### src/rtl/rst_seq_pkg.sv
// Shared types and constants for the staged reset sequencer.
package rst_seq_pkg;

  typedef enum logic [2:0] {
    ST_WAIT_LOCK = 3'd0,
    ST_STABLE    = 3'd1,
    ST_RELEASE   = 3'd2,
    ST_RUN       = 3'd3,
    ST_HOLD      = 3'd4
  } rst_seq_state_t;

  localparam logic [7:0] RST_SEQ_CNT_SAT = 8'hFF;

  // Largest of three timing parameters; sizes the shared delay counter.
  function automatic int max3(input int a, input int b, input int c);
    int m;
    m = a;
    if (b > m) m = b;
    if (c > m) m = c;
    return m;
  endfunction

endpackage

### src/rtl/sync_signal.sv
// N-flop single-bit synchronizer for bringing a level signal into the clk domain.
module sync_signal #(
  parameter int STAGES = 2
) (
  input  logic clk,
  input  logic rst,
  input  logic d,
  output logic q
);

  logic [STAGES-1:0] sync_q;
  logic [STAGES-1:0] sync_d;

  // Shift the raw input one flop further down the chain each cycle.
  always_comb begin
    sync_d = {sync_q[STAGES-2:0], d};
  end

  // Chain flops clear to 0 so lock reads as absent straight out of reset.
  always_ff @(posedge clk or posedge rst) begin
    if (rst) begin
      sync_q <= '0;
    end else begin
      sync_q <= sync_d;
    end
  end

  assign q = sync_q[STAGES-1];

endmodule

### src/rtl/rst_sequencer.sv
// Staged reset sequencer: qualifies lock, then releases per-subsystem resets in order.
module rst_sequencer
  import rst_seq_pkg::*;
#(
  parameter int N_STAGES    = 4,
  parameter int LOCK_STABLE = 256,
  parameter int STAGE_DELAY = 1024,
  parameter int HOLD_CYCLES = 64,
  parameter int SYNC_STAGES = 2
) (
  input  logic                clk,
  input  logic                rst,
  input  logic                lock_in,
  input  logic                sw_rst_req,
  output logic [N_STAGES-1:0] rst_out,
  output logic                all_ready,
  output logic [2:0]          state_out,
  output logic [7:0]          lock_loss_cnt
);

  localparam int CNT_W = $clog2(max3(LOCK_STABLE, STAGE_DELAY, HOLD_CYCLES)) + 1;
  localparam int IDX_W = (N_STAGES > 1) ? $clog2(N_STAGES) : 1;

  localparam logic [CNT_W-1:0] LOCK_LAST  = CNT_W'(LOCK_STABLE - 1);
  localparam logic [CNT_W-1:0] STAGE_LAST = CNT_W'(STAGE_DELAY - 1);
  localparam logic [CNT_W-1:0] HOLD_LAST  = CNT_W'(HOLD_CYCLES - 1);
  localparam logic [IDX_W-1:0] IDX_LAST   = IDX_W'(N_STAGES - 1);

  logic                lock_s;
  rst_seq_state_t      state_q,         state_d;
  logic [CNT_W-1:0]    cnt_q,           cnt_d;
  logic [IDX_W-1:0]    idx_q,           idx_d;
  logic [N_STAGES-1:0] rst_out_q,       rst_out_d;
  logic                all_ready_q,     all_ready_d;
  logic [7:0]          lock_loss_cnt_q, lock_loss_cnt_d;

  sync_signal #(
    .STAGES(SYNC_STAGES)
  ) u_lock_sync (
    .clk(clk),
    .rst(rst),
    .d  (lock_in),
    .q  (lock_s)
  );

  // Next-state logic: lock qualification, staged release, and collective re-reset.
  always_comb begin
    state_d         = state_q;
    cnt_d           = cnt_q;
    idx_d           = idx_q;
    rst_out_d       = rst_out_q;
    all_ready_d     = all_ready_q;
    lock_loss_cnt_d = lock_loss_cnt_q;

    case (state_q)
      ST_WAIT_LOCK: begin
        rst_out_d   = '1;
        all_ready_d = 1'b0;
        cnt_d       = '0;
        idx_d       = '0;
        if (lock_s) begin
          state_d = ST_STABLE;
        end
      end

      ST_STABLE: begin
        if (!lock_s) begin
          state_d = ST_WAIT_LOCK;
          cnt_d   = '0;
        end else if (sw_rst_req) begin
          cnt_d = '0;
        end else if (cnt_q == LOCK_LAST) begin
          state_d = ST_RELEASE;
          cnt_d   = '0;
          idx_d   = '0;
        end else begin
          cnt_d = cnt_q + CNT_W'(1);
        end
      end

      ST_RELEASE, ST_RUN: begin
        if (!lock_s) begin
          state_d     = ST_WAIT_LOCK;
          rst_out_d   = '1;
          all_ready_d = 1'b0;
          cnt_d       = '0;
          idx_d       = '0;
          if (lock_loss_cnt_q != RST_SEQ_CNT_SAT) begin
            lock_loss_cnt_d = lock_loss_cnt_q + 8'd1;
          end
        end else if (sw_rst_req) begin
          state_d     = ST_HOLD;
          rst_out_d   = '1;
          all_ready_d = 1'b0;
          cnt_d       = '0;
          idx_d       = '0;
        end else if (state_q == ST_RELEASE) begin
          if (cnt_q == STAGE_LAST) begin
            rst_out_d[idx_q] = 1'b0;
            cnt_d            = '0;
            if (idx_q == IDX_LAST) begin
              state_d     = ST_RUN;
              all_ready_d = 1'b1;
            end else begin
              idx_d = idx_q + IDX_W'(1);
            end
          end else begin
            cnt_d = cnt_q + CNT_W'(1);
          end
        end
      end

      ST_HOLD: begin
        rst_out_d   = '1;
        all_ready_d = 1'b0;
        if (cnt_q == HOLD_LAST) begin
          cnt_d   = '0;
          state_d = lock_s ? ST_STABLE : ST_WAIT_LOCK;
        end else begin
          cnt_d = cnt_q + CNT_W'(1);
        end
      end

      default: begin
        state_d     = ST_WAIT_LOCK;
        rst_out_d   = '1;
        all_ready_d = 1'b0;
        cnt_d       = '0;
        idx_d       = '0;
      end
    endcase
  end

  // All sequencer state and registered outputs; rst forces every reset back on at once.
  always_ff @(posedge clk or posedge rst) begin
    if (rst) begin
      state_q         <= ST_WAIT_LOCK;
      cnt_q           <= '0;
      idx_q           <= '0;
      rst_out_q       <= '1;
      all_ready_q     <= 1'b0;
      lock_loss_cnt_q <= '0;
    end else begin
      state_q         <= state_d;
      cnt_q           <= cnt_d;
      idx_q           <= idx_d;
      rst_out_q       <= rst_out_d;
      all_ready_q     <= all_ready_d;
      lock_loss_cnt_q <= lock_loss_cnt_d;
    end
  end

  assign rst_out       = rst_out_q;
  assign all_ready     = all_ready_q;
  assign state_out     = state_q;
  assign lock_loss_cnt = lock_loss_cnt_q;

endmodule

### config.mk
export PLATFORM = sky130hd
export DESIGN_NAME = rst_sequencer
export DESIGN_NICKNAME = d
export VERILOG_FILES = /design/src/rtl/rst_seq_pkg.sv /design/src/rtl/sync_signal.sv /design/src/rtl/rst_sequencer.sv
export SDC_FILE = /design/constraint.sdc
export NUM_CORES = 1
export LEC_CHECK = 0
export CORE_MARGIN = 4
export CORE_UTILIZATION = 38
export DETAILED_ROUTE_END_ITERATION = 6
export SKIP_LAST_GASP = 1
export SLEW_MARGIN = 20
export SYNTH_ARGS = -nofsm -noshare
export SYNTH_HDL_FRONTEND = slang
export SYNTH_SLANG_ARGS = --single-unit
export TNS_END_PERCENT = 50
### constraint.sdc
create_clock -name clk -period 5.9 [get_ports clk]
set_input_delay 1.18 -clock clk [delete_from_list [all_inputs] [get_ports clk]]
set_output_delay 1.18 -clock clk [all_outputs]
set_load 0.01 [all_outputs]
======== Yosys cells after proc, flatten, opt, wreduce, memory -nomap -nowiden ========
Cells that the tools add are included.
Widths: inputs -> output; s select.
operators by class
  add/subtract/negate cells ............... 3
  order comparisons ....................... 2
  equal/unequal tests ..................... 20
  mux-type cells .......................... 43
  bitwise gates (word level) .............. 5
  reduce and logical (&&, ||, !) cells .... 8
operator list
  operator               number
  $mux 11                8
  $pmux 11 s3            1
  $mux 3                 10
  $mux 2                 8
  $mux 4                 4
  $ne 4x4->1 const B     4
  $reduce_and 7->1       2
  $pmux 3 s4             1
  $add 11x1->11 const B  1
  $eq 11x10->1 const B   1
  $eq 11x6->1 const B    1
  $eq 11x8->1 const B    1
  $add 8x1->8 const B    1
  $ne 8x8->1 const B     1
  $pmux 4 s2             1
  $mux 1                 7
  $eq 3x2->1 const B     2
  $ne 2x2->1 const B     3
  $ne 3x3->1 const B     2
  $pmux 2 s3             1
  $reduce_and 3->1       2
  $and 4x4->4            1
  $ne 2x1->1 const B     2
  $not 4->4              1
  13 further kinds       15
storage, ports and cells
  bits in registers ....................... 31
  input port bits ......................... 4
  output and inout bits ................... 16
  word-level logic and storage cells ...... 88

======== Logic depth before layout (Yosys ltp) ========
Gate-level depths: netlist of run 1.
  word-level depth ........................ 11
  depth in mapped cells ................... 6

======== Modules after synthesis ========
From an unflattened synthesis of run 1, not the netlist that was laid out.
unflattened totals
  cell total of the unflattened synthesis .. 177
  area total of the unflattened synthesis .. 1,752.9 µm²
modules (own cells, without submodules)
  module         times used  cells an instance  area each (µm²)  seq. area each (µm²)
  rst_sequencer  1           174                1,699.1          730.7
  sync_signal    1           3                  53.8             50.0

======== Worst setup path before layout of run 1 ========
Ideal clock, no wire load.
  path type ............................... input to register
  start ................................... input sw_rst_req
  end ..................................... register rst_out_q[0], in the netlist rst_out[0]
  arrival time ............................ 2.276 ns
  setup slack ............................. 3.548 ns
  stages on the path ...................... 5
  cell sequence ........................... nor2b_1 > nand3b_1 > nor4_2 > nand2_1 > a21o_1
between the ends
  longest elaborated chain between the ends .. 3
  elaborated cells between the ends (all ways) .. 6
  those cells by class .................... eq/ne (2); mux (3); reduce/logical (1)
ends and longest elaborated chain
  element                 RTL line              text
  start: declaration      rst_sequencer.sv:14   input logic sw_rst_req,
  $mux 4                  rst_sequencer.sv:91   end else if (sw_rst_req) begin
  $mux 4                  rst_sequencer.sv:82   if (!lock_s) begin
  $pmux 4 s2              rst_sequencer.sv:55   case (state_q)
  end signal: assignment  rst_sequencer.sv:147  rst_out_q <= rst_out_d;
  end: declaration        rst_sequencer.sv:33   logic [N_STAGES-1:0] rst_out_q, rst_out_d;
Several ways; a longest one is shown, not always the timed one.
A chain may end at the register's enable or synchronous reset.

======== Final worst setup path of run 1 ========
Same ends and word-level chain as after synthesis.

==> results of run 1 <==
==> worst max-delay path, stage by stage <==
cell	delay, ps
clkdlybuf4s50_1	460
nor2b_1	360
nand3b_1	230
nor4_2	520
nand2_1	110
a21o_1	190
==> cell families (layout without fill, tap and decap cells) <==
logic type / count (synthesis) / in the layout / synth area share, %
AO/OA/AOI/OAI: 41 / 41 / 17.8
XOR/XNOR: 9 / 9 / 4.64
adder cells (fa/ha/maj): 6 / 6 / 4.42
buffers and inverters: 8 / 32 / 1.84
flip-flops: 31 / 31 / 46.0
multiplexers: 3 / 3 / 1.99
AND/OR/NAND/NOR: 70 / 70 / 23.4
==> synth_stat cells, types with 2 or more instances <==
cell type / number / area share, %
nor2_1: 6 / 1.3
o211ai_1: 2 / 0.88
ha_1: 6 / 4.4
inv_1: 4 / 0.88
mux2_2: 2 / 1.3
a31oi_1: 5 / 1.8
and2_1: 3 / 1.1
nand3_1: 8 / 2.4
nand2b_1: 3 / 1.1
clkbuf_1: 3 / 0.66
a22o_1: 5 / 2.6
nor3_1: 8 / 2.4
nand4_1: 4 / 1.5
dfstp_2: 4 / 6.2
and3_1: 5 / 1.8
a21oi_1: 5 / 1.5
o21ai_1: 4 / 1.2
a21o_1: 4 / 1.8
xor2_1: 2 / 1.0
xnor2_1: 7 / 3.6
nor3b_1: 2 / 0.88
o21ai_0: 10 / 2.9
nand3b_1: 2 / 0.88
nor2b_1: 5 / 1.8
dfrtp_1: 27 / 40
nand2_1: 15 / 3.3
==> metrics by stage <==
stage | util [%] | setup WS, ps | power (W) | instances
final | 47.0 | 3060 | 0.000492 | 244
after floorplan | - | 3550 | 0.000289 | 168
after CTS | 47.0 | 3090 | 0.000499 | 244
after detailed placement | 44.7 | 2810 | 0.000313 | 236
after global placement | 44.7 | 2840 | 0.000311 | 236
after global routing | 47.0 | 2860 | 0.000516 | 244
==> where the power goes <==
group	leakage [nW]	switching [W]	internal, W	total (W)
clock	0.0515	0.0000773	0.000106	0.000184
combinational	0.391	0.0000412	0.0000346	0.0000758
sequential	0.412	0.0000140	0.000218	0.000232
==> cells in the final DEF (no fill, tap or decap), types with 3 or more instances in the layout <==
master,count
dfrtp_1,27
clkdlybuf4s50_1,19
nand2_1,15
o21ai_0,10
nor3_1,8
nand3_1,8
xnor2_1,7
clkbuf_8,7
nor2_1,6
ha_1,6
nor2b_1,5
a31oi_1,5
and3_1,5
a21oi_1,5
a22o_1,5
inv_1,4
nand4_1,4
o21ai_1,4
a21o_1,4
dfstp_2,4
nand2b_1,3
and2_1,3
==> final cells by class <==
cell class                 count  share of cell area [%]
multi-input combinational    129                    43.3
inverter                       4                   0.734
tap                           52                    3.18
timing repair buffer          20                    9.67
sequential                    31                    38.2
clock buffer                   8                    4.90
==> path summary, 6_finish.rpt <==
path / startpoint / depth (start not counted) / slack [ps] / endpoint
max: sw_rst_req / 6 / 3060 / rst_out[0]
min: u_lock_sync.sync_q[0] / 0 / 350 / u_lock_sync.sync_q[1]
max reg2reg: cnt_q[10] / 5 / 3760 / state_out[0]
min reg2reg: u_lock_sync.sync_q[0] / 0 / 350 / u_lock_sync.sync_q[1]
max in group asynchronous: rst / 3 / 4300 / rst_out[3]
min in group asynchronous: rst / 3 / 1280 / cnt_q[0]
==> registers in the layout, summed over array words and instances, names as in the netlist <==
register and flops:
cnt_q 11, idx_q 2, u_lock_sync.sync_q 2, rst_out 4, lock_loss_cnt 8, state_out 3
all_ready 1
==> routing by layer <==
| metal | routed length [µm] | vias up | global-route usage, % |
|---|---|---|---|
| li1 | - | 662 | - |
| met1 | 1660 | 653 | 18.5 |
| met2 | 1720 | 28 | 23.0 |
| met3 | 161 | 8 | 3.34 |
| met4 | 79 | 0 | 7.91 |
| met5 | 0 | - | 0 |
==> metrics.md, run 1 <==
| Metric | Value |
|---|---|
| Clock Skew | `3.78 ps` |
| Worst slew pin tran | `approximately 530 ps` |
| Core area | `0.00435 mm²` |
| Vias/cell | `5.54` |
| Max Clk Rate | `around 0.35 GHz` |
| CP arrival | `just over 3000 ps` |
| Post-synthesis register bit count | `31` |
| Final Hold Fails | `0` |
| Worst VDD drop | `129 µV` |
| Post-Layout Inst Area | `between 0.002 and 0.0025 mm²` |
| CTS clk-pin slew, worst paths | `around 60 ps` |
| Number of H-tree levels | `2` |
| Endpoints failing setup | `0` |
| Post-route ant nets | `0` |
| Netlist cell types | `between 40 and 50` |
| Syn-to-layout area delta | `20.4%` |
| # nets final | `201` |
| Worst setup SP type | `input pin` |
| DIE WIDTH | `about 75 µm` |
| Power per cell area | `between 200 and 250 mW/mm²` |
| Asr flop ratio synth | `between 90% and 100%` |
| Max Cap Viol | `0` |
| Router iterations before antenna repair | `4` |
| Worst Hold Slack | `around 350 ps` |
| Hold buffers post-CTS | `0` |
| Crit-path max FO | `6` |
| Slew Limit Fails | `0` |
| Share of cells above drive strength 1 | `about an eighth` |
| CP required | `6110 ps` |
| Final WL | `~3600 µm` |
| Seq/Total Area, Yosys | `a little under half` |
| Ys Warns | `0` |
| Syn Nets | `between 150 and 200` |
| Num Clock Sinks | `31` |
| Initial detailed-routing violation count | `between 100 and 150` |
| Antenna violations before repair | `0` |
| Vias in the first global route | `1310` |
| Final worst path period share | `around half` |
| Post-CTS Setup Bufs | `0` |
| Hold Crit Class | `reg -> reg` |
| Initial Util | `39.0%` |
| Worst Setup End Kind | `flop` |
| DP HPWL | `2600 µm` |
| Cell count after synthesis | `168` |
| Crit Path Category | `in -> reg` |
| Leak | `about 0.85 nW` |
| Setup TNS | `0 ps` |
| Avg Inst Size Synth | `10.1 µm²` |
| # port buffers | `19` |
| FP Rows | `24` |
| DRC errors left | `0` |
| Die H | `around 75 µm` |
| Ys flop type | `dfrtp_1` |
| Area of the multi-input gates | `886 µm²` |
| Drt wl/cell | `between 10 and 15 µm` |
| Register area | `around 780 µm²` |
| EDFF count, synth | `0` |
| Total track usage | `between 10 and 15%` |
| Placed Area | `roughly 0.002 mm²` |
| Die area | `~0.0056 mm²` |
| Slew HR | `between 60 and 70%` |
| Number of buffers on the longest clock path | `2` |
| CTS tree | `built` |
| Synth Cell Area | `~0.0017 mm²` |
| Ant. Diodes | `0` |
| Largest net degree at the start of global routing | `32` |
| Global-route wire length before repair | `6150 µm` |
| Status | `finished, final reports clean` |
| Post-CTS Resized | `0` |
| Gpl congestion | `0.873` |
| Routed vias | `roughly 1400` |
| Clock Latency Late Sink | `280 ps` |
| TritonCTS buffer count | `5` |
| I/O pin total | `20` |
| Fillers | `426` |
| Root buf cell | `clkbuf_8` |
| Period minus WS final | `between 2000 and 3000 ps` |
| GRT Residual Overflow | `0` |
| Unrepaired setup endpoints after global routing | `no` |
Power figures use the tool's default switching activity.
==> inputs of run 2 (changes only) <==
==> constraint.sdc (replaced) <==
create_clock -name clk -period 2.9 [get_ports clk]
set_input_delay 0.58 -clock clk [delete_from_list [all_inputs] [get_ports clk]]
set_output_delay 0.58 -clock clk [all_outputs]
set_load 0.01 [all_outputs]
==> run 2 against run 1 <==
- critical path depth did not move
- final cell count unchanged
- non-clock buffer count is the same
- critical endpoint is now idx_q[0]
- power rose by 100%
- sequential power is 100% higher
- critical path type unchanged
- first-iteration DRC count decreased by 27%
==> metrics.md, run 2 (same netlist as run 1, synthesis figures left out) <==
| Metric | Value |
|---|---|
| Status | `finished, final reports clean` |
| Final worst setup slack | `584 ps (-2470 ps)` |
| Unrepaired setup endpoints after global routing | `no` |
| Share of cells above drive strength 1 | `12.0% (unchanged)` |
| Slew HR | `63.9% (-0.43 points)` |
| Core area | `0.00435 mm² (unchanged)` |
| Routed vias | `1337 (-1.0%)` |
| Worst setup SP type | `input pin` |
| I/O pin total | `20 (unchanged)` |
| Number of buffers on the longest clock path | `2 (unchanged)` |
| Ant. Diodes | `0 (unchanged)` |
| Final WL | `3720 µm (+2.7%)` |
| Power per cell area | `483 mW/mm² (+100%)` |
| Most common cell after layout, fill and taps aside | `dfrtp_1` |
| Largest net degree at the start of global routing | `32 (unchanged)` |
| Max reg flops | `11 (unchanged)` |
| CP required | `3090 ps (-3020 ps)` |
| Die area | `0.00560 mm² (unchanged)` |
| Initial Util | `39.0% (unchanged)` |
| Sequential Power Share | `48.2% (+1.0 points)` |
| Post-route ant nets | `0 (unchanged)` |
| Max Clk Rate | `~0.43 GHz` |
| Crit Path Category | `in -> reg` |
| Period minus WS final | `~2300 ps` |
| Leak | `0.851 nW (-0.38%)` |
| FP Rows | `24 (unchanged)` |
| DRC errors left | `0 (unchanged)` |
| Fillers | `397 (-6.8%)` |
| Router iterations before antenna repair | `4 (unchanged)` |
| Worst slew pin tran | `537 ps (+6.44 ps)` |
| Combinational fraction of design power | `15.7% (+0.3 points)` |
| CTS clk-pin slew, worst paths | `60 ps (about the same)` |
| DP HPWL | `2660 µm (+2.1%)` |
| Total track usage | `14.6% (about the same)` |
| Number of H-tree levels | `2 (unchanged)` |
| Clock Skew | `8.18 ps (+4.41 ps)` |
| GRT Residual Overflow | `0 (unchanged)` |
| Setup TNS | `0 ps (unchanged)` |
| Worst Setup End Kind | `flop` |
| Initial detailed-routing violation count | `92 (-27%)` |
| Post-CTS Setup Bufs | `0 (unchanged)` |
| Die H | `74.8 µm (unchanged)` |
| CP arrival | `2510 ps (-550 ps)` |
| Hold buffers post-CTS | `0 (unchanged)` |
| Hold Crit Class | `reg -> reg` |
| # nets final | `201 (unchanged)` |
| Syn-to-layout area delta | `19.9%` |
| Sw Pwr | `0.000278 W (+110%)` |
| Setup WS pre-CTS | `329 ps (-2480 ps)` |
| Internal | `0.000706 W (+96%)` |
| Antenna violations before repair | `0 (unchanged)` |
| Endpoints failing setup | `0 (unchanged)` |
| Root buf cell | `clkbuf_8` |
| TritonCTS buffer count | `5 (unchanged)` |
| Final worst path period share | `about 80%` |
| Final Hold Fails | `0 (unchanged)` |
| DIE WIDTH | `74.8 µm (unchanged)` |
| Slew Limit Fails | `0 (unchanged)` |
| Top reg by flops | `cnt_q` |
| Worst VDD drop | `276 µV (+110%)` |
| Net Sw Frac | `28.2% (+1.3 points)` |
| Drt wl/cell | `15.2 µm (+2.7%)` |
| # port buffers | `19 (unchanged)` |
| Vias/cell | `5.48 (-1.0%)` |
| Vias in the first global route | `1301 (-0.69%)` |
| Clock network power share | `36.2% (-1.1 points)` |
| Num Clock Sinks | `31 (unchanged)` |
| CTS tree | `built` |
| Gpl congestion | `0.916 (+4.9%)` |
| Commonest non-fill, non-tap cells in the layout | `dfrtp_1, clkdlybuf4s50_1, nand2_1, o21ai_0` |
| Global-route wire length before repair | `6200 µm (+0.91%)` |
| Post-CTS Resized | `0 (unchanged)` |
| Crit-path max FO | `6 (unchanged)` |
| Clock Latency Late Sink | `280 ps (about the same)` |
| Max Cap Viol | `0 (unchanged)` |
[run 2: cell count changes in the layout (fill, tap and decap cells not counted)]
cell and delta:
clkinv_2 +1, clkbuf_8 -1
[run 2: path summary, 6_finish.rpt]
| check | start | to | slack, ps | cells past startpoint |
|---|---|---|---|---|
| setup / recovery | sw_rst_req | idx_q[0] | 580 | 6 |
| hold / removal | u_lock_sync.sync_q[0] | u_lock_sync.sync_q[1] | 350 | 0 |
| setup reg to reg | cnt_q[10] | state_out[0] | 770 | 5 |
| hold reg to reg | u_lock_sync.sync_q[0] | u_lock_sync.sync_q[1] | 350 | 0 |
| max in group asynchronous | rst | rst_out[0] | 1890 | 3 |
| min in group asynchronous | rst | cnt_q[0] | 670 | 3 |
[run 2: power by group through the flow]
stage	sequential, W	clock [W]	combinational [W]
global route	0.000477	0.000382	0.000174
detailed placement	0.000481	0	0.000155
finish	0.000474	0.000356	0.000154
global placement	0.000481	0	0.000153
CTS	0.000473	0.000360	0.000156
floorplan	0.000465	0	0.000123
[run 2: final cells by class]
class / instances / area (µm²) / area share, %
clock buffers: 7 / 86.3 / 4.24
clock inverters: 1 / 5.00 / 0.246
inverters: 4 / 15.0 / 0.738
multi-input cells: 129 / 886 / 43.5
flip-flops and latches: 31 / 781 / 38.4
well taps: 52 / 65.1 / 3.20
repair buffers: 20 / 198 / 9.71
[run 2: worst max-delay path, stage by stage]
cell and delay, ps:
clkdlybuf4s50_1 460, nor2b_1 410, nand3b_1 230, nor4_2 520, nand2b_1 120, o21ai_0 180
[run 2: per-layer routing]
layer  global-route usage, %  share of wire (%)  vias to the layer above
met2                    23.5                 48                       31
li1                        -                  -                      659
met1                    18.9                 48                      645
met4                    4.55               0.62                        0
met3                    4.14                4.0                        2
met5                       0                  0                        -
[run 2: per-stage QoR]
| stage | hold slack [ps] | util, % | cell area (µm²) | power, W | cells |
|---|---|---|---|---|---|
| floorplan | 331 | - | 1700 | 0.000588 | 168 |
| global placement | 339 | 44.7 | 1940 | 0.000634 | 236 |
| detailed placement | 335 | 44.7 | 1940 | 0.000636 | 236 |
| CTS | 350 | 46.8 | 2040 | 0.000990 | 244 |
| global route | 360 | 46.8 | 2040 | 0.00103 | 244 |
| finish | 348 | 46.8 | 2040 | 0.000984 | 244 |
==> inputs of run 3 (changes only) <==
==> constraint.sdc (replaced) <==
create_clock -name clk -period 2 [get_ports clk]
set_input_delay 0.4 -clock clk [delete_from_list [all_inputs] [get_ports clk]]
set_output_delay 0.4 -clock clk [all_outputs]
set_load 0.01 [all_outputs]
==> run 3 against run 2 <==
- clock skew about the same
- core utilization is 5.0 points higher
- global-route usage rose by 2.0 points
- clock power is 56% higher
- sequential share of layout area down 3.7 points
- critical endpoint is now state_out[0]
- largest power group unchanged
- highest routed layer unchanged
==> metrics.md, run 3 (same netlist as run 1, synthesis figures left out) <==
| Metric | Value |
|---|---|
| Global-route wire length before repair | `7110 µm (+15%)` |
| Register area | `782 µm² (+0.16%)` |
| Crit-path max FO | `4 (-2)` |
| Antenna violations before repair | `0 (unchanged)` |
| Initial Util | `39.0% (unchanged)` |
| Vias in the first global route | `1486 (+14%)` |
| Clock Latency Late Sink | `280 ps (about the same)` |
| DP HPWL | `3080 µm (+16%)` |
| Number of H-tree levels | `2 (unchanged)` |
| Post-Layout Inst Area | `0.00225 mm² (+11%)` |
| Slew Limit Fails | `0 (unchanged)` |
| Largest net degree at the start of global routing | `32 (unchanged)` |
| Final worst path period share | `a little under 100%` |
| CP arrival | `2150 ps (-360 ps)` |
| DIE WIDTH | `74.8 µm (unchanged)` |
| Worst Setup End Kind | `flop` |
| Leak | `0.984 nW (+16%)` |
| Worst setup SP type | `flop` |
| Slew HR | `70.8% (+6.9 points)` |
| Hold buffers post-CTS | `0 (unchanged)` |
| Post-Layout Cell Count | `270 (+11%)` |
| TritonCTS buffer count | `5 (unchanged)` |
| Period minus WS final | `between 1500 and 2000 ps` |
| # port buffers | `19 (unchanged)` |
| Vias/cell | `5.51 (+0.58%)` |
| Max Cap Viol | `0 (unchanged)` |
| Area of the multi-input gates | `896 µm² (+1.1%)` |
| Most common cell after layout, fill and taps aside | `buf_4` |
| Number of buffers on the longest clock path | `2 (unchanged)` |
| Max reg flops | `11 (unchanged)` |
| Status | `finished, final reports clean` |
| Hold Crit Class | `reg -> reg` |
| DRC errors left | `0 (unchanged)` |
| Final Hold Fails | `0 (unchanged)` |
| GRT Residual Overflow | `0 (unchanged)` |
| Syn-to-layout area delta | `32.8%` |
| Gpl congestion | `0.927 (+1.2%)` |
| Top reg by flops | `cnt_q` |
| Max Clk Rate | `0.504 GHz` |
| Power per cell area | `673 mW/mm² (+39%)` |
| Router iterations before antenna repair | `4 (unchanged)` |
| Post-route core utilization | `51.8% (+5.0 points)` |
| Post-route ant nets | `0 (unchanged)` |
| Share of cells above drive strength 1 | `23.9% (+12 points)` |
| FP Rows | `24 (unchanged)` |
| Clock Skew | `8.04 ps (-0.145 ps)` |
| Fillers | `389 (-2.0%)` |
| CP required | `2170 ps (-920 ps)` |
| Worst slew pin tran | `436 ps (-100 ps)` |
| Crit Path Category | `reg -> reg` |
| Unrepaired setup endpoints after global routing | `yes` |
| Placed Area | `0.00212 mm² (+8.9%)` |
| Endpoints failing setup | `0 (unchanged)` |
| Total track usage | `16.6% (+2.0 points)` |
| Ant. Diodes | `0 (unchanged)` |
| Core area | `0.00435 mm² (unchanged)` |
| Worst VDD drop | `389 µV (+41%)` |
| Routed vias | `1488 (+11%)` |
| Root buf cell | `clkbuf_8` |
| Die area | `0.00560 mm² (unchanged)` |
| Placed cells | `259 (+9.7%)` |
| I/O pin total | `20 (unchanged)` |
| Die H | `74.8 µm (unchanged)` |
| CTS tree | `built` |
| Final WL | `4150 µm (+12%)` |
| Num Clock Sinks | `31 (unchanged)` |
| CTS clk-pin slew, worst paths | `70 ps (about the same)` |
| Initial detailed-routing violation count | `124 (+35%)` |
| Commonest non-fill, non-tap cells in the layout | `buf_4, dfrtp_1, clkdlybuf4s50_1, nand2_1, o21ai_0` |
| Drt wl/cell | `15.4 µm (+0.84%)` |
| # nets final | `227 (+13%)` |
-- run 3: layer usage --
metal | GRT usage (%) | share of wire, % | wire [µm] | vias up
met5 | 0 | 0 | 0 | -
met1 | 22.4 | 47 | 1930 | 734
met3 | 3.47 | 4.3 | 177 | 4
li1 | - | - | - | 711
met2 | 26.4 | 48 | 2000 | 39
met4 | 5.93 | 0.96 | 40 | 0
-- run 3: worst paths after layout --
check,start,endpoint,slack (ps),cells past startpoint
min in group asynchronous,rst,cnt_q[2],500,3
max in group asynchronous,rst,rst_out[2],1170,3
max reg2reg,cnt_q[9],state_out[0],20,5
max,cnt_q[9],state_out[0],20,5
min,u_lock_sync.sync_q[0],u_lock_sync.sync_q[1],360,0
min reg2reg,u_lock_sync.sync_q[0],u_lock_sync.sync_q[1],360,0
-- run 3: layout make-up --
cell class,count,share of cell area (%)
multi-input combinational,129,39.7
sequential,31,34.7
timing repair buffer,46,17.4
clock buffer,7,4.27
tap,52,2.89
inverter,4,0.666
clock inverter,1,0.333
-- run 3: worst max-delay path, stage by stage, from the launching register on --
cell	delay (ps)
dfrtp_1	380
or3_4	420
o41ai_4	410
o211ai_1	150
a31oi_1	190
mux2_1	330
-- run 3: what timing repair did --
action / CTS / global route
buffers inserted: 0 / 3
gates resized for setup: 0 / 3
setup endpoints to repair: 2 / 9
pin swaps: 1 / 4
-- run 3: per-stage QoR --
step / hold WS [ps] / total power (W) / setup slack, ps / setup TNS, ps
after global placement: 340 / 0.000974 / -92.7 / -472
final: 355 / 0.00152 / 16.2 / 0
after global routing: 380 / 0.00161 / -86.4 / -113
after floorplan: 331 / 0.000853 / 37.5 / 0
after detailed placement: 347 / 0.000975 / -146 / -942
after CTS: 363 / 0.00154 / 11.5 / 0
-- run 3: report_power, final --
part	internal [W]	switching, W
Sequential	0.000644	0.0000391
Combinational	0.000143	0.000136
Clock	0.000313	0.000241
